### src/rtl/hash_table_requester.sv
// hash_table_requester
//   Initiator-side companion to the hash table stream wrapper. Takes one host
//   command at a time, packs it as {op, key, data}, and sends it over a
//   valid/ready request channel. It then waits for the 32-bit response and
//   returns a decoded result to the host.
//
// Ports
//   clk, reset          rising-edge clock; asynchronous active-low reset
//   cmd_*               host command channel (op, key, write data)
//   req_*               request word to the hash table (valid/ready)
//   resp_*              response word from the hash table (valid/ready)
//   result_*            decoded result to the host (valid/ready)
//   ops_count_o         saturating count of completed results
//   err_count_o         saturating count of results carrying any error
//
// Parameters
//   DATA_WIDTH must be <= 28 so that read data does not overlap the flags in
//   resp_data_i[31:28]. TIMEOUT_CYCLES must be >= 1.
module hash_table_requester #(
  parameter int KEY_WIDTH      = 5,
  parameter int DATA_WIDTH     = 25,
  parameter int TIMEOUT_CYCLES = 255,
  parameter int COUNT_WIDTH    = 16
) (
  input  logic                              clk,
  input  logic                              reset,
  input  logic                              cmd_valid_i,
  output logic                              cmd_ready_o,
  input  logic [1:0]                        cmd_op_i,
  input  logic [KEY_WIDTH-1:0]              cmd_key_i,
  input  logic [DATA_WIDTH-1:0]             cmd_data_i,
  output logic [2+KEY_WIDTH+DATA_WIDTH-1:0] req_data_o,
  output logic                              req_valid_o,
  input  logic                              req_ready_i,
  input  logic [31:0]                       resp_data_i,
  input  logic                              resp_valid_i,
  output logic                              resp_ready_o,
  output logic                              result_valid_o,
  input  logic                              result_ready_i,
  output logic [DATA_WIDTH-1:0]             result_data_o,
  output logic [3:0]                        result_flags_o,
  output logic                              result_timeout_o,
  output logic                              result_badop_o,
  output logic [COUNT_WIDTH-1:0]            ops_count_o,
  output logic [COUNT_WIDTH-1:0]            err_count_o
);

  // The timer must be able to hold TIMEOUT_CYCLES itself, because it takes
  // one more increment on the cycle that leaves WAIT.
  localparam int TIMER_WIDTH = $clog2(TIMEOUT_CYCLES + 1);
  localparam logic [TIMER_WIDTH-1:0] TIMER_LAST = TIMER_WIDTH'(TIMEOUT_CYCLES - 1);

  localparam logic [1:0] OP_READ     = 2'b00;
  localparam logic [1:0] OP_WRITE    = 2'b01;
  localparam logic [1:0] OP_RESERVED = 2'b11;

  typedef enum logic [1:0] {
    ST_IDLE,
    ST_ISSUE,
    ST_WAIT,
    ST_REPORT
  } state_t;

  state_t                   state_q,        state_d;
  logic [1:0]               op_q,           op_d;
  logic [KEY_WIDTH-1:0]     key_q,          key_d;
  logic [DATA_WIDTH-1:0]    data_q,         data_d;
  logic [TIMER_WIDTH-1:0]   timer_q,        timer_d;
  logic [DATA_WIDTH-1:0]    res_data_q,     res_data_d;
  logic [3:0]               res_flags_q,    res_flags_d;
  logic                     res_timeout_q,  res_timeout_d;
  logic                     res_badop_q,    res_badop_d;
  logic [COUNT_WIDTH-1:0]   ops_count_q,    ops_count_d;
  logic [COUNT_WIDTH-1:0]   err_count_q,    err_count_d;

  always_comb begin
    state_d       = state_q;
    op_d          = op_q;
    key_d         = key_q;
    data_d        = data_q;
    timer_d       = timer_q;
    res_data_d    = res_data_q;
    res_flags_d   = res_flags_q;
    res_timeout_d = res_timeout_q;
    res_badop_d   = res_badop_q;
    ops_count_d   = ops_count_q;
    err_count_d   = err_count_q;

    case (state_q)
      ST_IDLE: begin
        if (cmd_valid_i) begin
          op_d          = cmd_op_i;
          key_d         = cmd_key_i;
          // Only writes carry a payload. The request word shows zero data otherwise.
          data_d        = (cmd_op_i == OP_WRITE) ? cmd_data_i : '0;
          // Start every transaction with a clean result record.
          res_data_d    = '0;
          res_flags_d   = '0;
          res_timeout_d = 1'b0;
          res_badop_d   = (cmd_op_i == OP_RESERVED);
          // A reserved op is rejected locally and never reaches the table.
          state_d       = (cmd_op_i == OP_RESERVED) ? ST_REPORT : ST_ISSUE;
        end
      end

      ST_ISSUE: begin
        if (req_ready_i) begin
          timer_d = '0;
          state_d = ST_WAIT;
        end
      end

      ST_WAIT: begin
        timer_d = timer_q + TIMER_WIDTH'(1);
        // If a response arrives on the expiry cycle, the response takes priority.
        if (resp_valid_i) begin
          res_flags_d = resp_data_i[31:28];
          res_data_d  = ((op_q == OP_READ) && (resp_data_i[31:28] == 4'b0000))
                        ? resp_data_i[DATA_WIDTH-1:0] : '0;
          state_d     = ST_REPORT;
        end else if (timer_q == TIMER_LAST) begin
          // This is the TIMEOUT_CYCLES-th cycle spent in WAIT.
          res_timeout_d = 1'b1;
          state_d       = ST_REPORT;
        end
      end

      ST_REPORT: begin
        if (result_ready_i) begin
          if (~&ops_count_q) begin
            ops_count_d = ops_count_q + COUNT_WIDTH'(1);
          end
          if (((|res_flags_q) || res_timeout_q || res_badop_q) && (~&err_count_q)) begin
            err_count_d = err_count_q + COUNT_WIDTH'(1);
          end
          state_d = ST_IDLE;
        end
      end

      default: state_d = ST_IDLE;
    endcase
  end

  always_ff @(posedge clk or negedge reset) begin
    if (!reset) begin
      state_q       <= ST_IDLE;
      op_q          <= '0;
      key_q         <= '0;
      data_q        <= '0;
      timer_q       <= '0;
      res_data_q    <= '0;
      res_flags_q   <= '0;
      res_timeout_q <= 1'b0;
      res_badop_q   <= 1'b0;
      ops_count_q   <= '0;
      err_count_q   <= '0;
    end else begin
      state_q       <= state_d;
      op_q          <= op_d;
      key_q         <= key_d;
      data_q        <= data_d;
      timer_q       <= timer_d;
      res_data_q    <= res_data_d;
      res_flags_q   <= res_flags_d;
      res_timeout_q <= res_timeout_d;
      res_badop_q   <= res_badop_d;
      ops_count_q   <= ops_count_d;
      err_count_q   <= err_count_d;
    end
  end

  // Handshake outputs are decoded only from the state register. This keeps
  // every input-to-output path broken by a flop.
  assign cmd_ready_o      = (state_q == ST_IDLE);
  assign req_valid_o      = (state_q == ST_ISSUE);
  assign resp_ready_o     = (state_q == ST_WAIT);
  assign result_valid_o   = (state_q == ST_REPORT);
  assign req_data_o       = {op_q, key_q, data_q};
  assign result_data_o    = res_data_q;
  assign result_flags_o   = res_flags_q;
  assign result_timeout_o = res_timeout_q;
  assign result_badop_o   = res_badop_q;
  assign ops_count_o      = ops_count_q;
  assign err_count_o      = err_count_q;

endmodule

### config.mk
export PLATFORM = sky130hd
export DESIGN_NAME = hash_table_requester
export DESIGN_NICKNAME = d
export VERILOG_FILES = /design/src/rtl/hash_table_requester.sv
export SDC_FILE = /design/constraint.sdc
export NUM_CORES = 1
export LEC_CHECK = 0
export CAP_MARGIN = 20
export CORE_ASPECT_RATIO = 0.75
export CORE_MARGIN = 1.5
export CORE_UTILIZATION = 30
export CTS_BUF_LIST = sky130_fd_sc_hd__clkbuf_8
export DETAILED_ROUTE_END_ITERATION = 6
export SYNTH_ARGS = -nofsm -noshare
export SYNTH_HDL_FRONTEND = slang
export SYNTH_SLANG_ARGS = --single-unit
### constraint.sdc
create_clock -name clk -period 3.4 [get_ports clk]
set_input_delay 0.68 -clock clk [delete_from_list [all_inputs] [get_ports clk]]
set_output_delay 0.68 -clock clk [all_outputs]
set_load 0.005 [all_outputs]
After elaboration in Yosys (flattened, before gate mapping). Index checks and enable logic that the tools add are counted.

Add/sub/neg operators: 3. Eq/ne operators: 13. Mux-type cells: 21. Bitwise logic cells: 1. Reductions and logical operators: 20.

Operators with widths (number): 2-to-1 mux 25 bit (4); case mux 25 bit (2 select lines) (1); adder 16 x 1 -> 16 bit, second input constant (2); AND reduction 16 bit (2); case mux 8 bit (2 select lines) (1); 2-to-1 mux 2 bit (6); AND reduction 3 bit (3); adder 8 x 1 -> 8 bit, second input constant (1); equality test 8 bit, second input constant (1); 2-to-1 mux 4 bit (2); 2-to-1 mux 8 bit (1); case mux 2 bit (4 select lines) (1); case mux 4 bit (2 select lines) (1); AND reduction 4 bit (2); equality test 2 bit, second input constant (3); != test 2 x 1 -> 1 bit, second input constant (3); != test 2 bit, second input constant (3); equality test 2 x 1 -> 1 bit, second input constant (2); logical NOT 2 bit (2); logical NOT 4 bit (1); AND reduction 2 bit (2); nonzero test 2 bit (2); OR reduction 4 bit (1); 2-to-1 mux 1 bit (3); 6 further kinds (8).

Register bits after elaboration: 105. Input port bits: 70. Output and inout port bits: 99. Logic and storage cells: 69.

Longest topological paths before layout.
Word-level depth: 5. Gate-level depth with buffers: 7. Mapped depth without buffers: 6.

Worst setup path before layout. No wires, ideal clock.

Path kind: reg2reg. Start point: register state_q[0]. End point: register res_data_q[10] (netlist: result_data_o[10]). Setup time: 0.066 ns. Arrival time: 1.789 ns. Required time: 3.334 ns. Path slack: 1.545 ns. Cell stages (with the launch flop): 8. Path buffers: 1. Period minus slack after synthesis: 1.855 ns. Path through: dfrtp_1 -> inv_1 -> ha_1 -> nand2b_1 -> o211ai_1 -> nor2_1 -> clkbuf_1 -> a22o_1.

Cells in the longest elaborated chain, start to end: 3. Elaborated cells between the ends (all ways): 7. Those cells by class: 3 x eq/ne; 1 x mux; 3 x reduce/logical.

RTL lines: start: declaration (line 64) `state_t state_q, state_d;`; start signal: assignment (line 158) `state_q <= state_d;`; equality test 2 bit (*); named net resp_ready_o (line 37) `output logic resp_ready_o,`; != test 2 bit (no source line) / nonzero test 2 bit (equally long branches); AND reduction 3 bit (no source line); end signal: assignment (line 163) `res_data_q <= res_data_d;`; end: declaration (line 69) `logic [DATA_WIDTH-1:0] res_data_q, res_data_d;`.

Mark *: on every way through the listed nets, which the timed path passes. The rest lies on a longest branch. A chain may end at the register's enable or synchronous reset.

Worst setup path in the final report.
Start point: register state_q[0]. End point: output resp_ready_o.

Cells in the longest elaborated chain, start to end: 1.

RTL lines: equality test 2 bit (line 176) `assign resp_ready_o = (state_q == ST_WAIT);`; end: declaration (line 37).

No other way between the ends.

==> results <==
- Using the TritonRoute via totals, the vias-per-cell ratio works out to 4.816.
- The class of the worst hold path is in2async.
- The region available for standard cell placement spans 14600 µm².
- At the later pin of the worst-skew pair, clock insertion delay measures 370 ps.
- The worst setup path category is reg2out.
- The count of antenna diodes in the layout is 0.
- The critical path contains buffers and inverters numbering 2 combined.
- The pre-antenna-repair detailed-routing pass consisted of 4 iterations.
- Counting the fill cells in the layout gives 1382.
- The total via count after detailed routing is 3578.
- The switching share of power is 33.70%.
- The cell type of the slowest stage on the worst timing path is clkdlybuf4s50_1.
- Pin placement for this block handled 169 I/O pins.
- Relative to the synthesized area, the layout overhead comes to 46.20%.
- For this design the ratio of total power to cell area is 594.2 nW/µm².
- Counting tap cells, the placed design contains a total of 727 instances.
- Across the run, the number of max-cap violations was 0.
- The floorplan die width is 144.8 µm.
- The worst setup path is launched from a flip-flop.
- The most common flop cell mapped by yosys is dfrtp_1.
- The initial utilization of the core area, before any placement, comes to 31.00%.
- In the synthesized netlist the async set-or-reset flop fraction comes to 100.0%.
- Summed over all nets, the half-perimeter wirelength after detailed placement is 8791 µm.
- In the routed design, unresolved DRC markers number 0.
- The top fanout value on the critical path is 7.
- Adding up every negative setup slack in the final design gives 0 ps.
- Summed over all cells, the static leakage comes to 2.853 nW.
- The area of the die is 15840 µm².
- Traced cell by cell, the critical path runs through inv_1 > ha_1 > clkdlybuf4s50_1.
- The share of total power in the clock network is 19.1%.
- The routed wire length per instance is 16.12 µm.
- The worst voltage drop across the vdd grid is 308.1 µV.
- Clock tree synthesis found a total of 105 sinks.
- Summed over all nets, the switching power comes to 1.325 mW.
- The initial antenna violation count is 0.
- The die span in y is 109.4 µm.
- The number of setup buffers added after CTS is 0.
- The count of input and output buffers is 165.
- The flow ran to the end, and the final reports show no timing, DRC or antenna violations.
- The via count of the first global-routing pass is 3653.
- Measured against its own limit, the worst slew margin works out to 46.13%.
- The clock period minus final worst setup slack is 2527 ps.
- The count of warnings emitted by yosys is 0.
- The sequential fraction of the synthesis area is 58.06%.
- Entering global routing, the biggest net connects 64 pins.
- In this run the number of H-tree levels came out at 3.
- The portion of total power attributed to sequential cells is 43.7%.
- The sum of overflow across all layers after global routing is 0.
- The global-route wire length before repair is 18910 µm.
- The final number of max-transition violations is 0.
- The count of different cell masters after synthesis is 47.
- TritonCTS created 9 clock buffers.
- The synthesized flop and latch total is 105.
- The clock tree root buffer cell is clkbuf_8.
- Clock-pin slew was measured on the worst setup and hold paths at 110 ps.
- The design internal power is 2.606 mW.
- In the finished design, the share of the clock period the worst path needs comes to 74.33%.
- Among cell families on the critical path, the largest total delay comes from buffers and inverters.
- The number of design-rule violations left by the first detailed-router iteration is 83.
- The number of enable flip-flop cells after synthesis is 0.
- Setup violations remaining at the end of the flow were counted as 0.
- The post-layout instance count excluding filler cells is 743.
- The total nets after synthesis is 447.
- The cell count after synthesis came out at 368.
- The footprint of the flip-flops and latches is 2628 µm².
- The overall routing resource usage is 15.58%.
- The clock skew is 9.484 ps.
- After clock tree synthesis, the repair step resized 0 gates.
- The wire length reported by the detailed router is 11980 µm.
- The number of hold violations in the final report is 0.
- The share of total power dissipated in combinational logic is 37.2%.
- On the final layout, the worst hold slack is 298.6 ps.
- The average instance area after synthesis is 12.30 µm².
- The share of post-route cells with drive strength above 1 is 7.919%.
- The number of antenna-violating nets in the routed design is 0.
- After clock tree synthesis, the flow added hold-fix buffers numbering 0.
- The summed instance area of the synthesized netlist is 4526 µm².
- The final layout net count is 617.
- The critical path required time is 2720 ps.
- Timing would allow up to 395.7 MHz.
- The area used by multi-input combinational logic is 1814 µm².
- The arrival time at the worst endpoint is 1850 ps.
- The critical path capture point type is an output pin.
- Setup repair after global routing left no endpoint under its margin.
- For this run, the slowest stage of the critical path takes 560 ps.
- The TritonCTS clock tree is yes.
- The placer congestion estimate is 0.8321.
- The maximum count of clock buffers along a single path is 2.
- The transition at the pin with the smallest max-transition slack is 805.1 ps.
- The row count is 38.
==> worst reg2reg max path, cell delays in order, from the launching register on <==
cell	delay, ps
dfrtp_1	410
inv_1	130
ha_1	370
nor4b_1	310
nand2_1	80
nor2_1	620
buf_4	330
a22o_1	150
==> power groups by stage <==
stage	sequential [mW]	combinational, mW	clock [mW]
3_3_place_gp	1.73	1.47	0
3_5_place_dp	1.73	1.49	0
4_1_cts	1.72	1.50	0.791
5_1_grt	1.76	1.61	0.837
6_report	1.72	1.46	0.752
2_1_floorplan	1.72	0.645	0
==> synthesized netlist by cell type (3+ instances only) <==
| master | instances | area (µm²) |
|---|---|---|
| dfrtp_1 | 105 | 2628 |
| o21ai_0 | 12 | 60.06 |
| mux2_2 | 8 | 90.09 |
| a21oi_1 | 3 | 15.01 |
| nand2_1 | 27 | 101.4 |
| nand2b_1 | 4 | 25.02 |
| nor4_2 | 4 | 50.05 |
| nand3_1 | 15 | 75.07 |
| mux2i_1 | 4 | 40.04 |
| ha_1 | 9 | 112.6 |
| nand4_1 | 12 | 75.07 |
| a22o_1 | 51 | 446.7 |
| clkbuf_1 | 11 | 41.29 |
| nor2b_1 | 4 | 25.02 |
| and4_1 | 4 | 35.03 |
| xnor2_1 | 7 | 61.31 |
| xor2_1 | 21 | 183.9 |
| nor4_1 | 8 | 50.05 |
| nor3_1 | 8 | 40.04 |
| inv_1 | 7 | 26.28 |
| nor2_1 | 8 | 30.03 |
==> logic make-up after synthesis <==
kind of cell / count (synthesis) / synth area share, %
muxes: 14 / 3.373
and+or+nand+nor: 113 / 14.63
xor gates and xnor gates: 28 / 5.419
buffers and inverters: 20 / 1.852
AOI/OAI and AO/OA: 79 / 14.18
adders and majority gates: 9 / 2.488
DFF: 105 / 58.06
==> layout by cell type (no fill, tap or decap), types with 2 or more instances in the layout <==
| master | netlist | routed |
|---|---|---|
| clkdlybuf4s50_1 | 0 | 164 |
| dfrtp_1 | 105 | 105 |
| a22o_1 | 51 | 51 |
| nand2_1 | 27 | 27 |
| xor2_1 | 21 | 21 |
| nand3_1 | 15 | 15 |
| nand4_1 | 12 | 12 |
| o21ai_0 | 12 | 12 |
| ha_1 | 9 | 9 |
| clkbuf_8 | 0 | 9 |
| nor4_1 | 8 | 8 |
| nor2_1 | 8 | 8 |
| nor3_1 | 8 | 8 |
| mux2_2 | 8 | 8 |
| inv_1 | 7 | 7 |
| xnor2_1 | 7 | 7 |
| buf_4 | 0 | 7 |
| nor2b_1 | 4 | 4 |
| and4_1 | 4 | 4 |
| mux2i_1 | 4 | 4 |
| nor4_2 | 4 | 4 |
| nand2b_1 | 4 | 4 |
| inv_6 | 0 | 4 |
| a21oi_1 | 3 | 3 |
| a31oi_1 | 2 | 2 |
| nand4b_1 | 2 | 2 |
| or3_1 | 2 | 2 |
| o211ai_1 | 2 | 2 |
| nor3b_1 | 2 | 2 |
| mux2_1 | 2 | 2 |
| or4_4 | 2 | 2 |
| nor4b_1 | 2 | 2 |
| o31ai_1 | 2 | 2 |
| and3_1 | 2 | 2 |
==> per-layer routing <==
metal | routed length, µm | track usage (%)
met1 | 5347 | 20.10
met3 | 1210 | 7.012
met4 | 114 | 3.680
met5 | 0 | 0
met2 | 5307 | 23.98
==> registers in the layout, summed over array words and instances (netlist names) <==
signal / flops
op_q: 2
data_q: 25
key_q: 5
result_flags_o: 4
ops_count_o: 16
result_timeout_o: 1
timer_q: 8
err_count_o: 16
result_data_o: 25
state_q: 2
result_badop_o: 1
==> metrics by stage <==
| stage | util, % | worst slack, ps | cell area, µm² | power, mW |
|---|---|---|---|---|
| 2_1_floorplan | - | 1545 | 4526 | 2.363 |
| 3_3_place_gp | 44.07 | 663.6 | 6432 | 3.199 |
| 3_5_place_dp | 44.07 | 622.6 | 6432 | 3.227 |
| 4_1_cts | 45.33 | 816.0 | 6616 | 4.008 |
| 5_1_grt | 45.33 | 650.1 | 6616 | 4.204 |
| 6_report | 45.33 | 872.7 | 6616 | 3.931 |
==> final cells by class <==
cell class,count,area share [%]
clock inverter,7,0.9077
tap,200,3.782
timing repair buffer,172,25.91
sequential,105,39.71
clock buffer,9,1.872
inverter,7,0.3971
multi-input combinational,243,27.42
==> path summary, 6_finish.rpt <==
kind	depth (start not counted)	slack [ps]	to	from
max in group asynchronous	2	2360	result_data_o[2]	reset
setup / recovery	3	870	resp_ready_o	state_q[0]
min in group clk	2	510	result_flags_o[1]	result_flags_o[1]
setup reg to reg	7	930	result_data_o[12]	state_q[0]
hold reg to reg	2	510	result_flags_o[1]	result_flags_o[1]
hold / removal	1	300	ops_count_o[14]	reset
Power figures use the tool's default switching activity.
